--- config.mk ---
export PLATFORM = sky130hd
export DESIGN_NAME = muldiv_iter
export DESIGN_NICKNAME = d
export VERILOG_FILES = /design/src/rtl/muldiv_iter_pkg.sv /design/src/rtl/muldiv_iter_div_step.sv /design/src/rtl/muldiv_iter.sv
export SDC_FILE = /design/constraint.sdc
export NUM_CORES = 2
export LEC_CHECK = 0
export ABC_CLOCK_PERIOD_IN_PS = 15900
export BUFFER_PORTS_ARGS = -buffer_cell sky130_fd_sc_hd__buf_2
export CELL_PAD_IN_SITES_DETAIL_PLACEMENT = 1
export CELL_PAD_IN_SITES_GLOBAL_PLACEMENT = 1
export CORE_AREA = 3 3 280 282
export CTS_CLUSTER_DIAMETER = 120
export CTS_CLUSTER_SIZE = 28
export DETAILED_ROUTE_END_ITERATION = 16
export DIE_AREA = 0 0 283 285
export GPL_ROUTABILITY_DRIVEN = 0
export GPL_TIMING_DRIVEN = 0
export PLACE_DENSITY = 0.78
export SLEW_MARGIN = 20
export SYNTH_ARGS = -nofsm -noshare
export SYNTH_HDL_FRONTEND = slang
export SYNTH_SLANG_ARGS = --single-unit
--- constraint.sdc ---
create_clock -name clk -period 15.9 [get_ports clk]
set_input_delay 1.59 -clock clk [delete_from_list [all_inputs] [get_ports clk]]
set_output_delay 1.59 -clock clk [all_outputs]
set_load 0.01 [all_outputs]
--- src/rtl/muldiv_iter_pkg.sv ---
// Shared encodings for the iterative multiply/divide unit: operation codes,
// the sequencer state type and small op-decode helpers.
package muldiv_iter_pkg;

  localparam logic [1:0] MD_MULTU = 2'b00;
  localparam logic [1:0] MD_MULT  = 2'b01;
  localparam logic [1:0] MD_DIVU  = 2'b10;
  localparam logic [1:0] MD_DIV   = 2'b11;

  typedef enum logic [1:0] {
    ST_IDLE = 2'b00,
    ST_MUL  = 2'b01,
    ST_DIV  = 2'b10,
    ST_DONE = 2'b11
  } md_state_t;

  // Bit 1 selects divide, bit 0 selects signed operands.
  function automatic logic op_is_div(input logic [1:0] op);
    return op[1];
  endfunction

  function automatic logic op_is_signed(input logic [1:0] op);
    return op[0];
  endfunction

endpackage

--- src/rtl/muldiv_iter_div_step.sv ---
// One radix-2 restoring division step: shift the next dividend bit into the
// partial remainder, subtract the divisor when it fits, record the quotient bit.
module muldiv_iter_div_step
  import muldiv_iter_pkg::*;
#(
  parameter int DATA_W = 32
) (
  input  logic [DATA_W-1:0] rem_in,
  input  logic [DATA_W-1:0] quo_in,
  input  logic [DATA_W-1:0] divisor,
  output logic [DATA_W-1:0] rem_out,
  output logic [DATA_W-1:0] quo_out
);

  logic [DATA_W:0] rem_shift;
  logic            fits;

  // quo_in carries the not-yet-consumed dividend bits at its top and collects
  // quotient bits at its bottom, so after DATA_W steps it is the quotient.
  assign rem_shift = {rem_in, quo_in[DATA_W-1]};
  assign fits      = rem_shift >= {1'b0, divisor};
  assign rem_out   = fits ? (rem_shift[DATA_W-1:0] - divisor) : rem_shift[DATA_W-1:0];
  assign quo_out   = {quo_in[DATA_W-2:0], fits};

endmodule

--- src/rtl/muldiv_iter.sv ---
// Iterative MULT/MULTU/DIV/DIVU unit for the EX stage with annul, divide-by-zero
// early-out and a stall handshake; returns {hi,lo} for HI/LO writeback.
module muldiv_iter
  import muldiv_iter_pkg::*;
#(
  parameter int DATA_W   = 32,
  parameter int MUL_BITS = 4
) (
  input  logic                  clk,
  input  logic                  rst,
  input  logic                  start_i,
  input  logic [1:0]            op_i,
  input  logic [DATA_W-1:0]     opdata1_i,
  input  logic [DATA_W-1:0]     opdata2_i,
  input  logic                  annul_i,
  output logic                  stallreq_o,
  output logic                  busy_o,
  output logic                  ready_o,
  output logic [2*DATA_W-1:0]   result_o
);

  localparam int MUL_STEPS = DATA_W / MUL_BITS;
  localparam int CNT_W     = $clog2(DATA_W) + 1;
  localparam logic [CNT_W-1:0] MUL_LAST = CNT_W'(MUL_STEPS - 1);
  localparam logic [CNT_W-1:0] DIV_LAST = CNT_W'(DATA_W - 1);

  md_state_t             state_reg;
  logic [CNT_W-1:0]      cnt_reg;
  logic [2*DATA_W-1:0]   mcand_reg;
  logic [DATA_W-1:0]     mplier_reg;
  logic [2*DATA_W-1:0]   acc_reg;
  logic [DATA_W-1:0]     rem_reg;
  logic [DATA_W-1:0]     quo_reg;
  logic [DATA_W-1:0]     divisor_reg;
  logic [DATA_W-1:0]     dividend_reg;
  logic                  neg_res_reg;
  logic                  neg_rem_reg;
  logic                  is_div_reg;
  logic                  dz_reg;
  logic [2*DATA_W-1:0]   result_reg;

  logic                  accept;
  logic                  a_neg, b_neg;
  logic [DATA_W-1:0]     a_mag, b_mag;
  logic [2*DATA_W-1:0]   partial;
  logic [DATA_W-1:0]     rem_step, quo_step;
  logic [2*DATA_W-1:0]   prod_fix;
  logic [DATA_W-1:0]     quo_fix, rem_fix;
  logic [2*DATA_W-1:0]   fixed;

  assign accept = (state_reg == ST_IDLE) & start_i & ~annul_i;

  // Sequencing runs on magnitudes; signs are re-applied once in DONE.
  assign a_neg = op_is_signed(op_i) & opdata1_i[DATA_W-1];
  assign b_neg = op_is_signed(op_i) & opdata2_i[DATA_W-1];
  assign a_mag = a_neg ? -opdata1_i : opdata1_i;
  assign b_mag = b_neg ? -opdata2_i : opdata2_i;

  assign partial = mcand_reg * (2*DATA_W)'(mplier_reg[MUL_BITS-1:0]);

  muldiv_iter_div_step #(
    .DATA_W (DATA_W)
  ) u_div_step (
    .rem_in  (rem_reg),
    .quo_in  (quo_reg),
    .divisor (divisor_reg),
    .rem_out (rem_step),
    .quo_out (quo_step)
  );

  assign prod_fix = neg_res_reg ? -acc_reg : acc_reg;
  assign quo_fix  = neg_res_reg ? -quo_reg : quo_reg;
  assign rem_fix  = neg_rem_reg ? -rem_reg : rem_reg;
  assign fixed    = dz_reg     ? {dividend_reg, {DATA_W{1'b1}}} :
                    is_div_reg ? {rem_fix, quo_fix} : prod_fix;

  always_ff @(posedge clk) begin
    if (rst) begin
      state_reg    <= ST_IDLE;
      cnt_reg      <= '0;
      mcand_reg    <= '0;
      mplier_reg   <= '0;
      acc_reg      <= '0;
      rem_reg      <= '0;
      quo_reg      <= '0;
      divisor_reg  <= '0;
      dividend_reg <= '0;
      neg_res_reg  <= 1'b0;
      neg_rem_reg  <= 1'b0;
      is_div_reg   <= 1'b0;
      dz_reg       <= 1'b0;
      result_reg   <= '0;
    end else begin
      case (state_reg)
        ST_IDLE: begin
          if (accept) begin
            cnt_reg      <= '0;
            mcand_reg    <= (2*DATA_W)'(a_mag);
            mplier_reg   <= b_mag;
            acc_reg      <= '0;
            rem_reg      <= '0;
            quo_reg      <= a_mag;
            divisor_reg  <= b_mag;
            dividend_reg <= opdata1_i;
            neg_res_reg  <= a_neg ^ b_neg;
            neg_rem_reg  <= a_neg;
            is_div_reg   <= op_is_div(op_i);
            dz_reg       <= op_is_div(op_i) & (opdata2_i == '0);
            if (!op_is_div(op_i))
              state_reg <= ST_MUL;
            else if (opdata2_i == '0)
              state_reg <= ST_DONE;
            else
              state_reg <= ST_DIV;
          end
        end
        ST_MUL: begin
          if (annul_i) begin
            state_reg <= ST_IDLE;
          end else begin
            acc_reg    <= acc_reg + partial;
            mcand_reg  <= mcand_reg << MUL_BITS;
            mplier_reg <= mplier_reg >> MUL_BITS;
            cnt_reg    <= cnt_reg + CNT_W'(1);
            if (cnt_reg == MUL_LAST)
              state_reg <= ST_DONE;
          end
        end
        ST_DIV: begin
          if (annul_i) begin
            state_reg <= ST_IDLE;
          end else begin
            rem_reg <= rem_step;
            quo_reg <= quo_step;
            cnt_reg <= cnt_reg + CNT_W'(1);
            if (cnt_reg == DIV_LAST)
              state_reg <= ST_DONE;
          end
        end
        ST_DONE: begin
          // An annulled result is dropped, leaving the previous one on result_o.
          if (!annul_i)
            result_reg <= fixed;
          state_reg <= ST_IDLE;
        end
        default: state_reg <= ST_IDLE;
      endcase
    end
  end

  assign busy_o     = (state_reg != ST_IDLE);
  assign stallreq_o = accept | (state_reg == ST_MUL) | (state_reg == ST_DIV);
  assign ready_o    = (state_reg == ST_DONE) & ~annul_i;
  assign result_o   = ready_o ? fixed : result_reg;

endmodule

==> run_results.csv <==
group,metric,value,unit
critical_path,rrSetupSlack,8480,ps
clock_tree,clockRootBuffer,"clkbuf_16",
detailed_routing,drtIter0Drc,3337,
logic_synthesis,muxShareOfSynthArea,1.03,%
critical_path,crit_path_end,"acc_reg[60]",
logic_synthesis,synthCells,3972,
floorplan,die_y,285,µm
status,status,"complete, no violations",
floorplan,die_x,283,µm
logic_synthesis,synthTopCellsByArea,"dfxtp_1, fa_1, nand2_1",
clock_tree,cts_hold_buf,0,
floorplan,start_util,40.1,%
critical_path,r2r_cells,19,
detailed_routing,vias_per_cell,5.97,
timing,finalHoldViolCount,0,
logic_synthesis,synth_top_cell_by_area,"dfxtp_1",
detailed_routing,drc,0,
critical_path,startpoint_type,"flip-flop",
logic_synthesis,synth_top_family_by_area,"simple AND/OR/NAND/NOR gates",
logic_synthesis,synthDistinctLibCells,78,
detailed_routing,wl,126000,µm
detailed_routing,detail-route-antenna-nets,0,
timing,final_max_slew_viol_count,0,
job,maxCapViolCount,0,
detailed_routing,drt-met1-wl,52600,µm
logic_synthesis,ys_seq_area_share,23.9,%
timing,period_needed,7420,ps
clock_tree,clock_latency,610,ps
clock_tree,numCtsBuffers,18,
cells_and_area,nets,4488,
clock_tree,cts_tree,"yes",
floorplan,core-area,75900,µm²
critical_path,criticalPathCategory,"flip-flop to flip-flop",
clock_tree,cts_sinks,364,
critical_path,cpPeakStageDelay,910,ps
critical_path,cp.arrival,7880,ps
critical_path,cp-startpoint,"mplier_reg[2]",
power,ir_drop,0.0000665,V
critical_path,critical_path.n_buffers_inverters,4,
critical_path,r2r_start,"mplier_reg[2]",
critical_path,r2r-end,"acc_reg[60]",
floorplan,pin_count,137,
detailed_routing,firstDrtPassIters,6,
logic_synthesis,synth_nets,4335,
detailed_routing,vias,30800,
global_routing,grt-ovfl-total,0,
global_routing,grt_first_pass_wirelength,189000,µm
critical_path,critical_path.slowest_cell,"a2111oi_0",
timing,setup_viol,0,
global_routing,gr-usage-all-layers,30.2,%
logic_synthesis,async_reset_ff_share,0,%
logic_synthesis,synth_compound_area_share,20.0,%
clock_tree,htree_levels,1,
clock_tree,cts_setup_buffers,0,
critical_path,cp_common_cell,"fa_1",
timing,relSlewSlack,17.6,%
critical_path,crit_family,"compound AO/OA/AOI/OAI gates",
global_routing,grt_pass1_vias,30800,
logic_synthesis,syn_area_per_cell,7.66,µm²
power,cellLeakagePower,0.0135,µW
global_routing,antenna_found_initial,6,
logic_synthesis,synth-edff-count,0,
clock_tree,cts_buffer_depth,3,
logic_synthesis,postSynthRegisterBits,364,
timing,grt_setup_unrepaired,"false",
timing,clock_skew,79.3,ps
logic_synthesis,synth_ff_type,"dfxtp_1",
cells_and_area,mostFrequentLayoutCells,"nand2_1, inv_1, dfxtp_1",
critical_path,required,16370,ps
floorplan,die-area,80700,µm²
logic_synthesis,ys.warnings.count,0,
timing,clock.fmax,0.135,GHz
power,total_power,2740,µW
logic_synthesis,synth-xor-area-share,7.05,%
floorplan,rows,101,
place,hpwl,102000,µm
global_routing,grt_max_degree,29,
timing,setup_tns,0,ps
critical_path,crit_fanout,10,
critical_path,cp.depth,19,
detailed_routing,route.met3.wl,10400,µm
logic_synthesis,synth_simple_gate_area_share,23.7,%
logic_synthesis,netlist_area,30400,µm²
logic_synthesis,netlist.area_leader.share,23.9,%
critical_path,cp_cell_sequence,"clkbuf_1 -> clkbuf_1 -> and2_1 -> fa_1 -> fa_1 -> inv_1 -> fa_1 -> inv_1 -> ha_1 -> nand4_1 -> nor4b_1 -> o41a_1 -> o31ai_1 -> a2111oi_0 -> o21bai_1 -> a211oi_1 -> o21ai_0 -> a21o_1 -> a32o_1",
place,port_buffers,133,
clock_tree,cts_resized,0,
detailed_routing,wl_met2,55700,µm
logic_synthesis,synth-adder-area-share,16.6,%
worst_hold_path,hold_path.class,"flip-flop to flip-flop",
power,power.density,83.3,nW/µm²
critical_path,cp-end-kind,"flip-flop",
cells_and_area,drive_gt1_share,4.67,%
cells_and_area,final_common_cell,"nand2_1",
cells_and_area,area_growth,8.31,%
clock_tree,path_clk_slew,120,ps
timing,tightest_slew,1230,ps
detailed_routing,dr.max_layer_used,"met4",
timing,fin_crit_sh,46.6,%
detailed_routing,detail_route.wl_per_cell,24.4,µm
## metrics by stage
step / hold slack, ps / cells / util [%] / worst slack (ps) / cell area [µm²]
after detailed placement: 449 / 5135 / 42.6 / 8900 / 32400
after CTS: 434 / 5160 / 43.4 / 8780 / 33000
after floorplan: 431 / 3972 / - / 10670 / 30400
after global routing: 493 / 5160 / 43.4 / 8330 / 33000
final: 421 / 5163 / 43.4 / 8480 / 33000
after global placement: 444 / 5135 / 42.6 / 8900 / 32400
## power by group
group | internal, µW | switching, µW | leakage, µW
registers | 988 | 79.8 | 0.00295
logic | 314 | 775 | 0.0103
clock network | 224 | 364 | 0.000270
total | 1530 | 1220 | 0.0135
## layer usage
| layer | up-vias | GRT usage [%] |
|---|---|---|
| met5 | - | 0 |
| met4 | 0 | 15.2 |
| met3 | 310 | 3.84 |
| met2 | 1347 | 47.9 |
| met1 | 15400 | 40.5 |
| li1 | 13700 | - |
## synth_stat cells (7+ instances only)
library cell and instances:
a2111oi_0 8, a211oi_1 98, a21o_1 54, a21oi_1 266, a221oi_1 9, a22oi_1 30, a311oi_1 8, a31oi_1 78
a41oi_1 7, and2_1 242, and3_1 21, buf_1 15, clkbuf_1 228, dfxtp_1 364, fa_1 183, ha_1 110
inv_1 375, mux2i_1 29, nand2_1 437, nand2b_1 55, nand3_1 117, nand3b_1 37, nand4_1 33, nor2_1 265
nor2b_1 65, nor3_1 74, nor3b_1 8, nor4_1 21, o211ai_1 13, o21a_1 14, o21ai_0 218, o21ai_1 14
o21bai_1 26, o22ai_1 7, o31ai_1 42, o41ai_1 22, or2_2 12, or3_1 25, or4_1 24, xnor2_1 157
xor2_1 88
## worst min-delay path by stage
| stage | from | to | slack, ps | cells after the start |
|---|---|---|---|---|
| floorplan | mplier_reg[31] | mplier_reg[31] | 430 | 2 |
| global placement | dividend_reg[2] | dividend_reg[2] | 440 | 2 |
| detailed placement | mcand_reg[63] | mcand_reg[63] | 450 | 2 |
| CTS | mplier_reg[10] | mplier_reg[6] | 430 | 2 |
| global route | dividend_reg[31] | dividend_reg[31] | 490 | 2 |
| finish | mplier_reg[10] | mplier_reg[6] | 420 | 2 |
## final cells by class
cell class                 instances  area, µm²
tap                             1030       1290
clock buffer                      20        468
timing repair buffer             133        666
buffer                           248        938
inverter                         376       1410
fill                            9577      43000
antenna                            3       7.51
sequential                       364       7290
multi-input combinational       2984      20800
clock inverter                     5       96.3
## worst min-delay path, cell delays in order (launching register included)
cell     delay (ps)
dfxtp_1         320
nand3_1          60
a31oi_1          70
## cells by family (layout without fill, tap and decap cells)
logic type      after synthesis  in the layout
fa+ha+maj                   293            293
mux                          30             30
simple gates               1451           1451
flops                       364            364
buf+inv                     624            782
xor+xnor                    245            245
compound gates              965            965
other cells                   0              3
No activity file was read; power rests on OpenSTA's default activity.
